**src/rtl/superscalar_hazard_scoreboard_if.sv**
```systemverilog
// Decode/execute hazard bundle between the superscalar pipeline registers and the hazard scoreboard.
// Pipeline side drives EX/decode status, the scoreboard returns stall, flush and redirect controls.
interface superscalar_hazard_scoreboard_if #(
  parameter int ISSUE_W = 2,
  parameter int REG_AW  = 5,
  parameter int CNT_W   = 32,
  parameter int SLOT_W  = (ISSUE_W > 1) ? $clog2(ISSUE_W) : 1
);
  logic [ISSUE_W-1:0]        branch_e;
  logic [ISSUE_W-1:0]        taken_e;
  logic [ISSUE_W-1:0]        predict_e;
  logic [ISSUE_W-1:0]        pc_src_d;
  logic [ISSUE_W-1:0]        mem_read_e;
  logic [ISSUE_W*REG_AW-1:0] wr_reg_e;
  logic [ISSUE_W*REG_AW-1:0] rs_d;
  logic [ISSUE_W*REG_AW-1:0] rt_d;
  logic [ISSUE_W-1:0]        stall_d;
  logic                      stall_f;
  logic                      flush_ifid;
  logic [ISSUE_W-1:0]        flush_ex;
  logic [ISSUE_W-1:0]        flush_mem;
  logic                      cpc_valid;
  logic [SLOT_W-1:0]         cpc_slot;
  logic                      recovering;
  logic [CNT_W-1:0]          stall_cnt;
  logic [CNT_W-1:0]          flush_cnt;

  modport master (
    output branch_e, taken_e, predict_e, pc_src_d, mem_read_e, wr_reg_e, rs_d, rt_d,
    input  stall_d, stall_f, flush_ifid, flush_ex, flush_mem, cpc_valid, cpc_slot,
           recovering, stall_cnt, flush_cnt
  );

  modport slave (
    input  branch_e, taken_e, predict_e, pc_src_d, mem_read_e, wr_reg_e, rs_d, rt_d,
    output stall_d, stall_f, flush_ifid, flush_ex, flush_mem, cpc_valid, cpc_slot,
           recovering, stall_cnt, flush_cnt
  );
endinterface

```
**src/rtl/superscalar_hazard_scoreboard.sv**
```systemverilog
// N-way load-use / mispredict hazard unit: stall, flush and redirect outputs are combinational from
// inputs plus registered pend/FSM state; no backpressure, it only observes and steers the pipeline.
module superscalar_hazard_scoreboard #(
  parameter int ISSUE_W     = 2,
  parameter int REG_AW      = 5,
  parameter int LOAD_LAT    = 1,
  parameter int RECOVER_CYC = 1,
  parameter int CNT_W       = 32
) (
  input  logic                           clk,
  input  logic                           rst,
  superscalar_hazard_scoreboard_if.slave hz_io
);
  localparam int NREG = 1 << REG_AW;
  localparam int SLOT_W = (ISSUE_W > 1) ? $clog2(ISSUE_W) : 1;
  localparam logic [2:0] PEND_SET = 3'(LOAD_LAT - 1);
  localparam logic [1:0] RC_LOAD  = 2'(RECOVER_CYC - 1);

  typedef enum logic {RUN, RECOVER} state_e;

  state_e             state_q, state_d;
  logic [1:0]         rc_q, rc_d;
  logic [2:0]         pend_q [NREG];
  logic [2:0]         pend_d [NREG];
  logic [CNT_W-1:0]   stall_cnt_q, stall_cnt_d;
  logic [CNT_W-1:0]   flush_cnt_q, flush_cnt_d;

  logic [ISSUE_W-1:0] mis, flush_mem, ld_v, src_haz, stall_d;
  logic [SLOT_W-1:0]  cpc_slot;
  logic               cpc_valid, recovering, stall_f;

  assign recovering = (state_q == RECOVER);
  assign mis        = hz_io.branch_e & (hz_io.predict_e ^ hz_io.taken_e);
  assign cpc_valid  = |mis;

  // Oldest mispredicting slot wins; everything younger in EX is killed.
  always_comb begin
    logic found;
    found     = 1'b0;
    cpc_slot  = '0;
    flush_mem = '0;
    for (int i = 0; i < ISSUE_W; i++) begin
      flush_mem[i] = found;
      if (mis[i] && !found) cpc_slot = SLOT_W'(i);
      found = found | mis[i];
    end
  end

  always_comb begin
    for (int i = 0; i < ISSUE_W; i++) begin
      ld_v[i] = hz_io.mem_read_e[i] && (hz_io.wr_reg_e[i*REG_AW +: REG_AW] != '0) && !flush_mem[i];
    end
  end

  always_comb begin
    logic [REG_AW-1:0] src;
    logic              hit;
    src_haz = '0;
    src     = '0;
    hit     = 1'b0;
    for (int j = 0; j < ISSUE_W; j++) begin
      for (int s = 0; s < 2; s++) begin
        src = (s == 0) ? hz_io.rs_d[j*REG_AW +: REG_AW] : hz_io.rt_d[j*REG_AW +: REG_AW];
        hit = (pend_q[src] != 3'd0);
        for (int i = 0; i < ISSUE_W; i++) begin
          hit = hit | (ld_v[i] && (hz_io.wr_reg_e[i*REG_AW +: REG_AW] == src));
        end
        if (src != '0 && hit) src_haz[j] = 1'b1;
      end
    end
  end

  // In-order issue: the first hazardous slot holds itself and every younger slot.
  always_comb begin
    logic acc;
    acc = 1'b0;
    for (int j = 0; j < ISSUE_W; j++) begin
      acc        = acc | src_haz[j];
      stall_d[j] = acc & ~(cpc_valid | recovering);
    end
  end

  assign stall_f = |stall_d;

  always_comb begin
    for (int r = 0; r < NREG; r++) begin
      pend_d[r] = (pend_q[r] != 3'd0) ? pend_q[r] - 3'd1 : 3'd0;
    end
    for (int i = 0; i < ISSUE_W; i++) begin
      if (ld_v[i]) pend_d[hz_io.wr_reg_e[i*REG_AW +: REG_AW]] = PEND_SET;
    end
    pend_d[0] = 3'd0;
  end

  always_comb begin
    state_d = state_q;
    rc_d    = rc_q;
    if (cpc_valid) begin
      state_d = RECOVER;
      rc_d    = RC_LOAD;
    end else if (state_q == RECOVER) begin
      if (rc_q == 2'd0) state_d = RUN;
      else              rc_d    = rc_q - 2'd1;
    end
  end

  always_comb begin
    stall_cnt_d = stall_cnt_q;
    flush_cnt_d = flush_cnt_q;
    if (stall_f && (stall_cnt_q != '1))   stall_cnt_d = stall_cnt_q + 1'b1;
    if (cpc_valid && (flush_cnt_q != '1)) flush_cnt_d = flush_cnt_q + 1'b1;
  end

  always_ff @(posedge clk) begin
    if (rst) begin
      pend_q      <= '{default: 3'd0};
      state_q     <= RUN;
      rc_q        <= 2'd0;
      stall_cnt_q <= '0;
      flush_cnt_q <= '0;
    end else begin
      pend_q      <= pend_d;
      state_q     <= state_d;
      rc_q        <= rc_d;
      stall_cnt_q <= stall_cnt_d;
      flush_cnt_q <= flush_cnt_d;
    end
  end

  assign hz_io.stall_d    = stall_d;
  assign hz_io.stall_f    = stall_f;
  assign hz_io.flush_ifid = cpc_valid | (|hz_io.pc_src_d) | recovering;
  assign hz_io.flush_ex   = cpc_valid ? '1 : stall_d;
  assign hz_io.flush_mem  = flush_mem;
  assign hz_io.cpc_valid  = cpc_valid;
  assign hz_io.cpc_slot   = cpc_slot;
  assign hz_io.recovering = recovering;
  assign hz_io.stall_cnt  = stall_cnt_q;
  assign hz_io.flush_cnt  = flush_cnt_q;
endmodule

```
**src/flat_wrapper.sv**
```systemverilog
// flat-port wrapper written by rule: the top's interface ports become plain ports
module superscalar_hazard_scoreboard_flat 
#(
  parameter int ISSUE_W     = 2,
  parameter int REG_AW      = 5,
  parameter int LOAD_LAT    = 1,
  parameter int RECOVER_CYC = 1,
  parameter int CNT_W       = 32
)
  (clk, rst, hz_io_branch_e, hz_io_taken_e, hz_io_predict_e, hz_io_pc_src_d, hz_io_mem_read_e, hz_io_wr_reg_e, hz_io_rs_d, hz_io_rt_d, hz_io_stall_d, hz_io_stall_f, hz_io_flush_ifid, hz_io_flush_ex, hz_io_flush_mem, hz_io_cpc_valid, hz_io_cpc_slot, hz_io_recovering, hz_io_stall_cnt, hz_io_flush_cnt);
  superscalar_hazard_scoreboard_if #(.ISSUE_W(ISSUE_W), .REG_AW(REG_AW), .CNT_W(CNT_W)) hz_io_i ();
  input  logic clk;
  input  logic rst;
  input wire logic [$bits(hz_io_i.branch_e)-1:0] hz_io_branch_e;
  input wire logic [$bits(hz_io_i.taken_e)-1:0] hz_io_taken_e;
  input wire logic [$bits(hz_io_i.predict_e)-1:0] hz_io_predict_e;
  input wire logic [$bits(hz_io_i.pc_src_d)-1:0] hz_io_pc_src_d;
  input wire logic [$bits(hz_io_i.mem_read_e)-1:0] hz_io_mem_read_e;
  input wire logic [$bits(hz_io_i.wr_reg_e)-1:0] hz_io_wr_reg_e;
  input wire logic [$bits(hz_io_i.rs_d)-1:0] hz_io_rs_d;
  input wire logic [$bits(hz_io_i.rt_d)-1:0] hz_io_rt_d;
  output wire logic [$bits(hz_io_i.stall_d)-1:0] hz_io_stall_d;
  output wire logic [$bits(hz_io_i.stall_f)-1:0] hz_io_stall_f;
  output wire logic [$bits(hz_io_i.flush_ifid)-1:0] hz_io_flush_ifid;
  output wire logic [$bits(hz_io_i.flush_ex)-1:0] hz_io_flush_ex;
  output wire logic [$bits(hz_io_i.flush_mem)-1:0] hz_io_flush_mem;
  output wire logic [$bits(hz_io_i.cpc_valid)-1:0] hz_io_cpc_valid;
  output wire logic [$bits(hz_io_i.cpc_slot)-1:0] hz_io_cpc_slot;
  output wire logic [$bits(hz_io_i.recovering)-1:0] hz_io_recovering;
  output wire logic [$bits(hz_io_i.stall_cnt)-1:0] hz_io_stall_cnt;
  output wire logic [$bits(hz_io_i.flush_cnt)-1:0] hz_io_flush_cnt;
  assign hz_io_i.branch_e = hz_io_branch_e;
  assign hz_io_i.taken_e = hz_io_taken_e;
  assign hz_io_i.predict_e = hz_io_predict_e;
  assign hz_io_i.pc_src_d = hz_io_pc_src_d;
  assign hz_io_i.mem_read_e = hz_io_mem_read_e;
  assign hz_io_i.wr_reg_e = hz_io_wr_reg_e;
  assign hz_io_i.rs_d = hz_io_rs_d;
  assign hz_io_i.rt_d = hz_io_rt_d;
  assign hz_io_stall_d = hz_io_i.stall_d;
  assign hz_io_stall_f = hz_io_i.stall_f;
  assign hz_io_flush_ifid = hz_io_i.flush_ifid;
  assign hz_io_flush_ex = hz_io_i.flush_ex;
  assign hz_io_flush_mem = hz_io_i.flush_mem;
  assign hz_io_cpc_valid = hz_io_i.cpc_valid;
  assign hz_io_cpc_slot = hz_io_i.cpc_slot;
  assign hz_io_recovering = hz_io_i.recovering;
  assign hz_io_stall_cnt = hz_io_i.stall_cnt;
  assign hz_io_flush_cnt = hz_io_i.flush_cnt;
  superscalar_hazard_scoreboard #(.ISSUE_W(ISSUE_W), .REG_AW(REG_AW), .LOAD_LAT(LOAD_LAT), .RECOVER_CYC(RECOVER_CYC), .CNT_W(CNT_W)) u_core (.clk(clk), .rst(rst), .hz_io(hz_io_i));
endmodule
```
**config.mk**
```make
export PLATFORM = sky130hd
export DESIGN_NAME = superscalar_hazard_scoreboard_flat
export DESIGN_NICKNAME = d
export VERILOG_FILES = /design/src/rtl/superscalar_hazard_scoreboard_if.sv /design/src/rtl/superscalar_hazard_scoreboard.sv /design/src/flat_wrapper.sv
export SDC_FILE = /design/constraint.sdc
export NUM_CORES = 1
export LEC_CHECK = 0
export CAP_MARGIN = 25
export CORE_ASPECT_RATIO = 1.2
export CORE_MARGIN = 2
export CORE_UTILIZATION = 31
export CTS_BUF_LIST = sky130_fd_sc_hd__clkbuf_4
export DETAILED_ROUTE_END_ITERATION = 10
export PLACE_DENSITY_LB_ADDON = 0.2
export SETUP_SLACK_MARGIN = 0.02
export SLEW_MARGIN = 40
export SYNTH_ARGS = -nofsm -noshare
export SYNTH_HDL_FRONTEND = slang
export SYNTH_SLANG_ARGS = --single-unit
```
**constraint.sdc**
```tcl
create_clock -name clk -period 8 [get_ports clk]
set_clock_uncertainty 0.2 [all_clocks]
set_input_delay 0.8 -clock clk [delete_from_list [all_inputs] [get_ports clk]]
set_output_delay 0.8 -clock clk [all_outputs]
set_load 0.05 [all_outputs]
```
* Word level (Yosys, flattened, before mapping)
Cells that the tools add are included.
** Cells by class
- Equal/unequal tests :: 10
- $lt $le $gt $ge :: 8
- Bitwise gates (word level) :: 28
- Reductions and logical operators :: 68
- Mux-type cells :: 58
- Add/subtract/negate cells :: 34
** Operators by type and width (count)
- $and A93 B93 Y93 :: 2
- $mux W93 :: 2
- $not A93 Y93 :: 2
- $mux W3 :: 41
- $reduce_bool A3 Y1 :: 35
- $sub A3 B1 Y3 const B :: 31
- $add A32 B1 Y32 const B :: 2
- $ne A32 B32 Y1 const B :: 2
- $bmux W3 S5 :: 4
- $eq A5 B5 Y1 :: 8
- $ge A6 B6 Y1 const B :: 6
- $not A5 Y6 :: 6
- $demux W3 S5 :: 2
- $reduce_bool A5 Y1 :: 6
- $logic_and A1 B1 Y1 :: 20
- $lt A6 B1 Y1 const B :: 2
- $or A1 B1 Y1 :: 12
- $mux W1 :: 8
- $reduce_or A2 Y1 :: 3
- $reduce_or A3 Y1 :: 1
- $and A1 B1 Y1 :: 2
- $and A2 B2 Y2 :: 1
- $logic_not A2 Y1 :: 1
- $mux W2 :: 1
- 5 further kinds :: 6
** Word-level totals
- Input bits :: 42
- Flip-flop bits (word level) :: 160
- Output and inout bits :: 75
- Logic and storage cells :: 241

* Logic depth before layout (Yosys ltp)
Gate-level depths: netlist of run 1.
- Word-level depth :: 14
- Mapped depth :: 12
- Gate-level depth less buffers :: 9

* Least setup slack after synthesis of run 1
No wires, ideal clock.
- Kind :: input to output
- From :: input port hz_io_rs_d[5]
- To :: output port hz_io_flush_ex[1]
- Setup slack :: 3443 ps
- Stages :: 9
- Data required time :: 7000 ps
- Arrival time :: 3557 ps
- Path through :: inv_1 mux4_2 nor4bb_1 or4_1 nand4_1 nor4_4 buf_6 nor2_1 or2_1
** On the way
- Longest elaborated chain between the ends :: 13
** Ends and longest elaborated chain
- from (decl) :: line flat_wrapper.sv:20 : input wire logic [$bits(hz_io_i.rs_d)-1:0] hz_io_rs_d;
- $not A5 Y6 (implied by the code) :: line superscalar_hazard_scoreboard.sv:64 : hit = (pend_q[src] != 3'd0);
- $bmux W3 S5 :: line superscalar_hazard_scoreboard.sv:64
- $mux W3 (implied by the code) (2 in a row) :: line superscalar_hazard_scoreboard.sv:64
- $reduce_bool A3 Y1 :: line superscalar_hazard_scoreboard.sv:64
- $or A1 B1 Y1 (2 in a row) :: line superscalar_hazard_scoreboard.sv:66 : hit = hit | (ld_v[i] && (hz_io.wr_reg_e[i*REG_AW +: REG_AW] == src));
- $logic_and A1 B1 Y1 (*) :: line superscalar_hazard_scoreboard.sv:68 : if (src != '0 && hit) src_haz[j] = 1'b1;
- $mux W1 (*) (2 in a row) :: line superscalar_hazard_scoreboard.sv:68
- $or A1 B1 Y1 (*) :: line superscalar_hazard_scoreboard.sv:78 : acc = acc | src_haz[j];
- $and A1 B1 Y1 (*) :: line superscalar_hazard_scoreboard.sv:79 : stall_d[j] = acc & ~(cpc_valid | recovering);
- net hz_io_stall_d[1] :: line flat_wrapper.sv:22 : output wire logic [$bits(hz_io_i.stall_d)-1:0] hz_io_stall_d;
- $mux W2 (*) :: line superscalar_hazard_scoreboard.sv:133 : assign hz_io.flush_ex = cpc_valid ? '1 : stall_d;
- to (decl) :: line flat_wrapper.sv:25 : output wire logic [$bits(hz_io_i.flush_ex)-1:0] hz_io_flush_ex;
The timed path passes the listed nets; every way through them passes the cells marked *. The select of a mux whose other input is x is not followed.

* Final worst setup path of run 1
- From :: input port hz_io_rt_d[1]
- To :: output port hz_io_stall_f
** On the way
- Longest elaborated chain between the ends :: 12
** Ends and longest elaborated chain
- from (decl) :: line flat_wrapper.sv:21 : input wire logic [$bits(hz_io_i.rt_d)-1:0] hz_io_rt_d;
- $not A5 Y6 (implied by the code) :: line superscalar_hazard_scoreboard.sv:64
- $bmux W3 S5 :: line superscalar_hazard_scoreboard.sv:64
- $mux W3 (implied by the code) (2 in a row) :: line superscalar_hazard_scoreboard.sv:64
- $reduce_bool A3 Y1 :: line superscalar_hazard_scoreboard.sv:64
- $or A1 B1 Y1 (2 in a row) :: line superscalar_hazard_scoreboard.sv:66
- $logic_and A1 B1 Y1 (*) :: line superscalar_hazard_scoreboard.sv:68
- $mux W1 (*) :: line superscalar_hazard_scoreboard.sv:68
- $or A1 B1 Y1 :: line superscalar_hazard_scoreboard.sv:78
- $and A1 B1 Y1 :: line superscalar_hazard_scoreboard.sv:79
- $reduce_or A2 Y1 (*) :: line superscalar_hazard_scoreboard.sv:83 : assign stall_f = |stall_d;
- to (decl) :: line flat_wrapper.sv:23 : output wire logic [$bits(hz_io_i.stall_f)-1:0] hz_io_stall_f;
Mark *: on every way between the ends. The rest lies on a longest branch, timed or not. The select of a mux whose other input is x is not followed.

==> impl_metrics.ini, run 1 <==
[drt]
firstDrtPassIters = 5
highest_layer = met5
post_drt_wl_per_cell_um = 16.6
route.detailed.drc = 0
via_count = 8778
routed_wirelength_mm = 28.2
met2WireLength_mm = 13.3
initialDrtViolationCount = 448
route.met3.wl_mm = 1.89
met1Wirelength_mm = 12.4
route.detailed.vias_per_inst = 5.18
final_antenna_net_count = 0

[synth]
mappedNetlistNets = 1306
netlist.area_leader.share_pct = 32.4
top_area_cells_in_the_synthesized_netlist = sky130_fd_sc_hd__dfxtp_1 32%, sky130_fd_sc_hd__ha_1 8.0%, sky130_fd_sc_hd__nor2_1 5.8%, sky130_fd_sc_hd__xor2_1 5.1%, sky130_fd_sc_hd__nor3_1 4.2%
synthesis.area_per_instance_um2 = 8.22
yosysMostFrequentCell = sky130_fd_sc_hd__dfxtp_1
synth-edff-count = 0
commonest_cells_in_the_synthesized_netlist = 160 x sky130_fd_sc_hd__dfxtp_1, 152 x sky130_fd_sc_hd__nor2_1, 107 x sky130_fd_sc_hd__inv_1
sequential_element_share_of_the_synthesized_area_pct = 32.4
synthArstFlopShare_pct = 0
synthesis.instances = 1201
yosys_warnings = 0
postSynthRegisterBits = 160
synth_ff_type = sky130_fd_sc_hd__dfxtp_1
yosys.area.top_type = sky130_fd_sc_hd__dfxtp_1
synth.cell_area_um2 = 9870
ys_types = 76

[grt]
initial_antenna_violation_count = 4
grt_first_pass_wirelength_mm = 45.3
grt_pass1_vias = 8466
maximum_number_of_pins_on_one_net_before_global_route_repair = 85
grt.total_usage_pct = 17.0
gr-total-overflow = 0

[critical_path]
crit_fanout = 51
criticalPathCategory = in2out
crit_path_cell_trace = clkdlybuf4s50_1 -> mux2i_1 -> nor2_1 -> a2111oi_0 -> o22ai_1 -> or4_4 -> nor4_4 -> buf_4 -> nor2_1 -> clkdlybuf4s50_1
critical_path_buf_inv_count = 3
cpLargestDelayFamily = buffers and inverters
cpPeakStageDelay_ns = 0.96
cp_data_arrival_time_ns = 5.05
capturing_element_type_of_the_critical_path = primary output
worst_path_max_delay_cell = sky130_fd_sc_hd__clkdlybuf4s50_1
worst_setup_path_start_kind = primary input
critical_path_required_ns = 7.00

[clocking]
ctsRootBufferMaster = sky130_fd_sc_hd__clkbuf_4
htree_levels = 4
cts.path.max_buffers = 2
insertion_delay_of_the_later_clocked_pin_in_the_worst_skew_pair_ns = 0.58
cts_setup_buffers = 0
clk_pin_slew_ns = 0.14
numCtsBuffers = 17
cts_tree = yes
cts.repair.resized = 0
clkSinkCount = 160
ctsHoldBuffers = 0

[sta]
setup_viol = 0
slew_viol_final = 0
setup_slack_after_layout_ns = 1.95
max-slew-margin-rel_pct = 42.8
final_hold_violations = 0
worst_pin_slew_ns = 0.851
finalWorstPathRequiredPeriod_ns = 6.05
clock.fmax_mhz = 165
rsz0062_at_grt = no
fin_crit_sh_pct = 75.6
final.setup.tns_ns = 0

[place]
hpwlAfterDp_mm = 20.9
place_congestion = 0.885
place.port_buffers = 115
place_ws_ns = 1.97

[power]
power.share.sequential_pct = 51.8
clock_power_share_pct = 31.8
p_int_mw = 1.07
total_power_mw = 1.55
vdd_ir_drop_max_mv = 0.0804
pwr-share-comb_pct = 16.3
power.net_switching_mw = 0.485
netSwitchingFraction_pct = 31.2
power.static_leakage_nw = 4.36
power-per-cell-area_nw_per_um2 = 134

[floorplanning]
die_area_um2 = 33300
die-width_um = 167
io_pins = 117
die_h_um = 200
core_area_um2 = 31400
effective_utilization_at_floorplan_pct = 31.5
num_rows = 71

[final_layout]
utilization_pct = 36.9
layout-drive-gt1-share_pct = 6.72
num-fill-cells = 3243
syn_to_final_growth_pct = 17.0
layout.nets = 1386

[status]
outcome = completed

[worst_hold_path]
worst_hold_path_type = reg2reg

[job]
max_cap_violations = 0
[cell families (layout without fill, tap and decap cells)]
group	Yosys count	in the layout	synth area share [%]
AND/OR/NAND/NOR	533	533	27.6
AO/OA/AOI/OAI	168	168	12.2
buffers and inverters	166	259	6.98
flip-flops	160	160	32.4
XOR/XNOR	69	69	6.12
adder cells (fa/ha/maj)	63	63	7.98
multiplexers	41	41	6.68
other	1	2	0.0380
[metrics by stage]
step	area [µm²]	hold slack (ns)	cells
final	11600	0.283	1696
after global routing	11600	0.300	1696
after CTS	11600	0.285	1695
after detailed placement	11300	0.263	1663
after global placement	11300	0.261	1663
after floorplan	9870	0.245	1201
[placed cells by master (no fill, tap or decap), drive strengths merged, types with 12 or more instances in the layout]
master / netlist / final
dfxtp: 160 / 160
nor2: 152 / 152
clkdlybuf4s50: 0 / 111
inv: 107 / 110
nand2: 99 / 99
nor3: 90 / 90
ha: 63 / 63
xor2: 58 / 58
a21oi: 56 / 56
a221o: 31 / 31
nand3: 28 / 28
nand4: 24 / 24
nor4: 21 / 21
o21ai: 21 / 21
and3: 20 / 20
or3: 19 / 19
nor2b: 18 / 18
clkbuf: 37 / 17
mux4: 16 / 16
nor3b: 15 / 15
mux2i: 13 / 13
mux2: 12 / 12
[flip-flops by register name, indices dropped and copies added, names as in the netlist]
register / count
u_core.pend_q: 93
u_core.hz_io.flush_cnt: 32
u_core.hz_io.stall_cnt: 32
u_core.rc_q: 2
u_core.hz_io.recovering: 1
[worst paths after layout]
path	depth (start not counted)	slack, ns	to	from
worst max-delay path	10	1.95	hz_io_stall_f	hz_io_rt_d[1]
worst min-delay path	1	0.28	u_core.pend_q[18]$_SDFF_PP0_	u_core.pend_q[18]$_SDFF_PP0_
worst max register to register	9	4.23	u_core.hz_io.stall_cnt[7]$_SDFFE_PP0P_	u_core.pend_q[24]$_SDFF_PP0_
worst min register to register	1	0.28	u_core.pend_q[18]$_SDFF_PP0_	u_core.pend_q[18]$_SDFF_PP0_
[area by class of cell]
| type | count | area, µm² | area share, % |
|---|---|---|---|
| timing repair buffer | 119 | 1170 | 10.1 |
| multi-input combinational | 875 | 6010 | 52.0 |
| sequential | 160 | 3200 | 27.7 |
| clock buffer | 17 | 128 | 1.10 |
| inverter | 108 | 405 | 3.51 |
| antenna | 1 | 2.50 | 0.0217 |
| clock inverter | 15 | 143 | 1.23 |
| tap | 401 | 502 | 4.34 |
[power by group through the flow]
stage	Combinational (mW)	Clock (mW)	Sequential, mW
after floorplan	0.161	0	0.835
after global placement	0.252	0	0.823
after detailed placement	0.254	0	0.823
after CTS	0.254	0.522	0.806
after global routing	0.272	0.550	0.807
final	0.254	0.495	0.806
[worst reg2reg max path, cell delays in order, from the launching register on]
cell	delay, ns
sky130_fd_sc_hd__dfxtp_1	0.36
sky130_fd_sc_hd__nor3_1	0.54
sky130_fd_sc_hd__mux2i_1	0.15
sky130_fd_sc_hd__o311ai_0	0.47
sky130_fd_sc_hd__o21ai_0	0.14
sky130_fd_sc_hd__a221o_1	0.44
sky130_fd_sc_hd__nor4_4	0.41
sky130_fd_sc_hd__buf_4	0.52
sky130_fd_sc_hd__nor3_2	0.15
sky130_fd_sc_hd__mux2_4	0.31
[metal layers]
metal | GRT usage [%] | vias to the layer above
met5 | 0 | -
met4 | 5.20 | 4
met3 | 5.45 | 48
met2 | 28.7 | 230
met1 | 20.7 | 4152
li1 | - | 4344
Note: power is estimated with default switching activity, not from simulation.
==> run 2: changes to the inputs <==
clock period = 5.3 ns   (was 8 ns; I/O delays follow)
==> run 2 against run 1 <==
  * Count of clock-buffer cells in the layout stayed put
  * Utilization increased by 0.52 points
  * Sequential share of layout area fell by 0.38 points
  * Non-clock buffer count increased by 16
  * Combinational power grew 54%
  * Worst setup slack got worse by 1.2 ns
  * Sequential cell count is the same
  * Global-route usage grew 0.051 points
  * Worst hold slack worse by 0.00085 ns
  * Die area unchanged
  * Largest cell class unchanged
  * First-iteration DRC count decreased by 6.3%
  * Sequential power grew 51%
==> impl_metrics.ini, run 2 (synthesized netlist as in run 1, its figures left out) <==
[status]
outcome = completed

[place]
place.port_buffers = 115
place_congestion = 0.926
hpwlAfterDp_mm = 21.2
place_ws_ns = 0.722

[final_layout]
max_ffs_per_register = 93
num-fill-cells = 3283
layout-drive-gt1-share_pct = 8.09
registers.top_by_ff_count = u_core.pend_q
layout_commonest_cell = sky130_fd_sc_hd__dfxtp_1
multi_input_area_um2 = 6000
layout.cells.most_common_list = 160 x sky130_fd_sc_hd__dfxtp_1, 151 x sky130_fd_sc_hd__nor2_1, 110 x sky130_fd_sc_hd__clkdlybuf4s50_1
layout.nets = 1402
syn_to_final_growth_pct = 18.7
regArea_um2 = 3200

[sta]
setup_slack_after_layout_ns = 0.730
fin_crit_sh_pct = 86.2
worst_pin_slew_ns = 0.884
max-slew-margin-rel_pct = 40.6
slew_viol_final = 0
rsz0062_at_grt = no
final_hold_violations = 0
clock.fmax_mhz = 219
setup_viol = 0
final.setup.tns_ns = 0
finalWorstPathRequiredPeriod_ns = 4.57

[worst_hold_path]
worst_hold_startpoint = u_core.pend_q[36]$_SDFF_PP0_
worstHoldPathCells = 1
worst_hold_path_type = reg2reg

[critical_path]
cp_data_arrival_time_ns = 3.84
ff_to_ff_end = u_core.hz_io.stall_cnt[8]$_SDFFE_PP0P_
criticalPathCategory = in2out
timing.reg2reg.worst_path_depth = 8
crit_path_start = hz_io_rs_d[1]
critical_path_required_ns = 4.57
setup_slack_of_the_most_critical_reg_to_reg_path_ns = 1.72
endpoint = hz_io_stall_d[0]
crit_fanout = 12
r2r-start = u_core.pend_q[36]$_SDFF_PP0_
worst_setup_path_start_kind = primary input
capturing_element_type_of_the_critical_path = primary output

[grt]
grt.total_usage_pct = 17.0
grt_pass1_vias = 8611
initial_antenna_violation_count = 5
maximum_number_of_pins_on_one_net_before_global_route_repair = 85
gr-total-overflow = 0
grt_first_pass_wirelength_mm = 45.7

[drt]
firstDrtPassIters = 7
initialDrtViolationCount = 420
route.detailed.vias_per_inst = 5.19
post_drt_wl_per_cell_um = 16.5
routed_wirelength_mm = 28.2
final_antenna_net_count = 0
via_count = 8885
route.detailed.drc = 0

[clocking]
cts_setup_buffers = 0
ctsRootBufferMaster = sky130_fd_sc_hd__clkbuf_4
htree_levels = 4
ctsHoldBuffers = 0
cts.repair.resized = 0
insertion_delay_of_the_later_clocked_pin_in_the_worst_skew_pair_ns = 0.61
cts_tree = yes
cts.path.max_buffers = 2
numCtsBuffers = 17
clkSinkCount = 160
clk_pin_slew_ns = 0.14

[floorplanning]
num_rows = 71
effective_utilization_at_floorplan_pct = 31.5
io_pins = 117
die_area_um2 = 33300
die-width_um = 167
core_area_um2 = 31400
die_h_um = 200

[power]
total_power_mw = 2.41
vdd_ir_drop_max_mv = 0.128
power-per-cell-area_nw_per_um2 = 206
power.static_leakage_nw = 4.47

[job]
max_cap_violations = 0
## run 2: cell type report
class / count / area share, %
Antenna cell: 2 / 0.0427
Clock buffer: 17 / 1.09
Clock inverter: 15 / 1.45
Inverter: 108 / 3.46
Multi-Input combinational cell: 875 / 51.2
Sequential cell: 160 / 27.3
Tap cell: 401 / 4.28
Timing Repair Buffer: 135 / 11.1
## run 2: where the power goes
| group | switching (mW) | internal (mW) | total (mW) |
|---|---|---|---|
| Clock | 0.506 | 0.297 | 0.803 |
| Combinational | 0.254 | 0.138 | 0.392 |
| Sequential | 0.00831 | 1.21 | 1.22 |
| Total | 0.769 | 1.64 | 2.41 |
## run 2: worst max-delay path, stage by stage
cell	delay [ns]
sky130_fd_sc_hd__clkdlybuf4s50_1	0.76
sky130_fd_sc_hd__buf_4	0.28
sky130_fd_sc_hd__a311oi_1	0.13
sky130_fd_sc_hd__o311ai_2	0.33
sky130_fd_sc_hd__o32ai_1	0.16
sky130_fd_sc_hd__or4_4	0.58
sky130_fd_sc_hd__nor2_1	0.27
sky130_fd_sc_hd__nor2_1	0.08
sky130_fd_sc_hd__clkdlybuf4s50_1	0.71
## run 2: worst min-delay path by stage
stage	slack (ns)	endpoint
finish	0.28	u_core.pend_q[36]$_SDFF_PP0_
global route	0.30	u_core.pend_q[27]$_SDFF_PP0_
CTS	0.27	u_core.pend_q[89]$_SDFF_PP0_
detailed placement	0.26	u_core.pend_q[27]$_SDFF_PP0_
global placement	0.26	u_core.pend_q[45]$_SDFF_PP0_
floorplan	0.24	u_core.pend_q[27]$_SDFF_PP0_
## run 2: per-stage QoR
step / hold WS (ns) / std cells / util [%] / cell area, µm²
after floorplan: 0.245 / 1201 / - / 9870
after global placement: 0.257 / 1679 / 36.3 / 11400
after detailed placement: 0.263 / 1679 / 36.4 / 11400
after CTS: 0.272 / 1711 / 37.3 / 11700
after global routing: 0.301 / 1712 / 37.4 / 11700
final: 0.282 / 1713 / 37.4 / 11700
## run 2: routing by layer
metal  vias to the layer above  part of all wire (%)  track usage, %
met5                         -                  0.15               0
met3                        43                   5.6            3.96
met1                      4233                    44            21.0
li1                       4389                     -               -
met4                         6                   1.8            4.73
met2                       214                    48            29.8
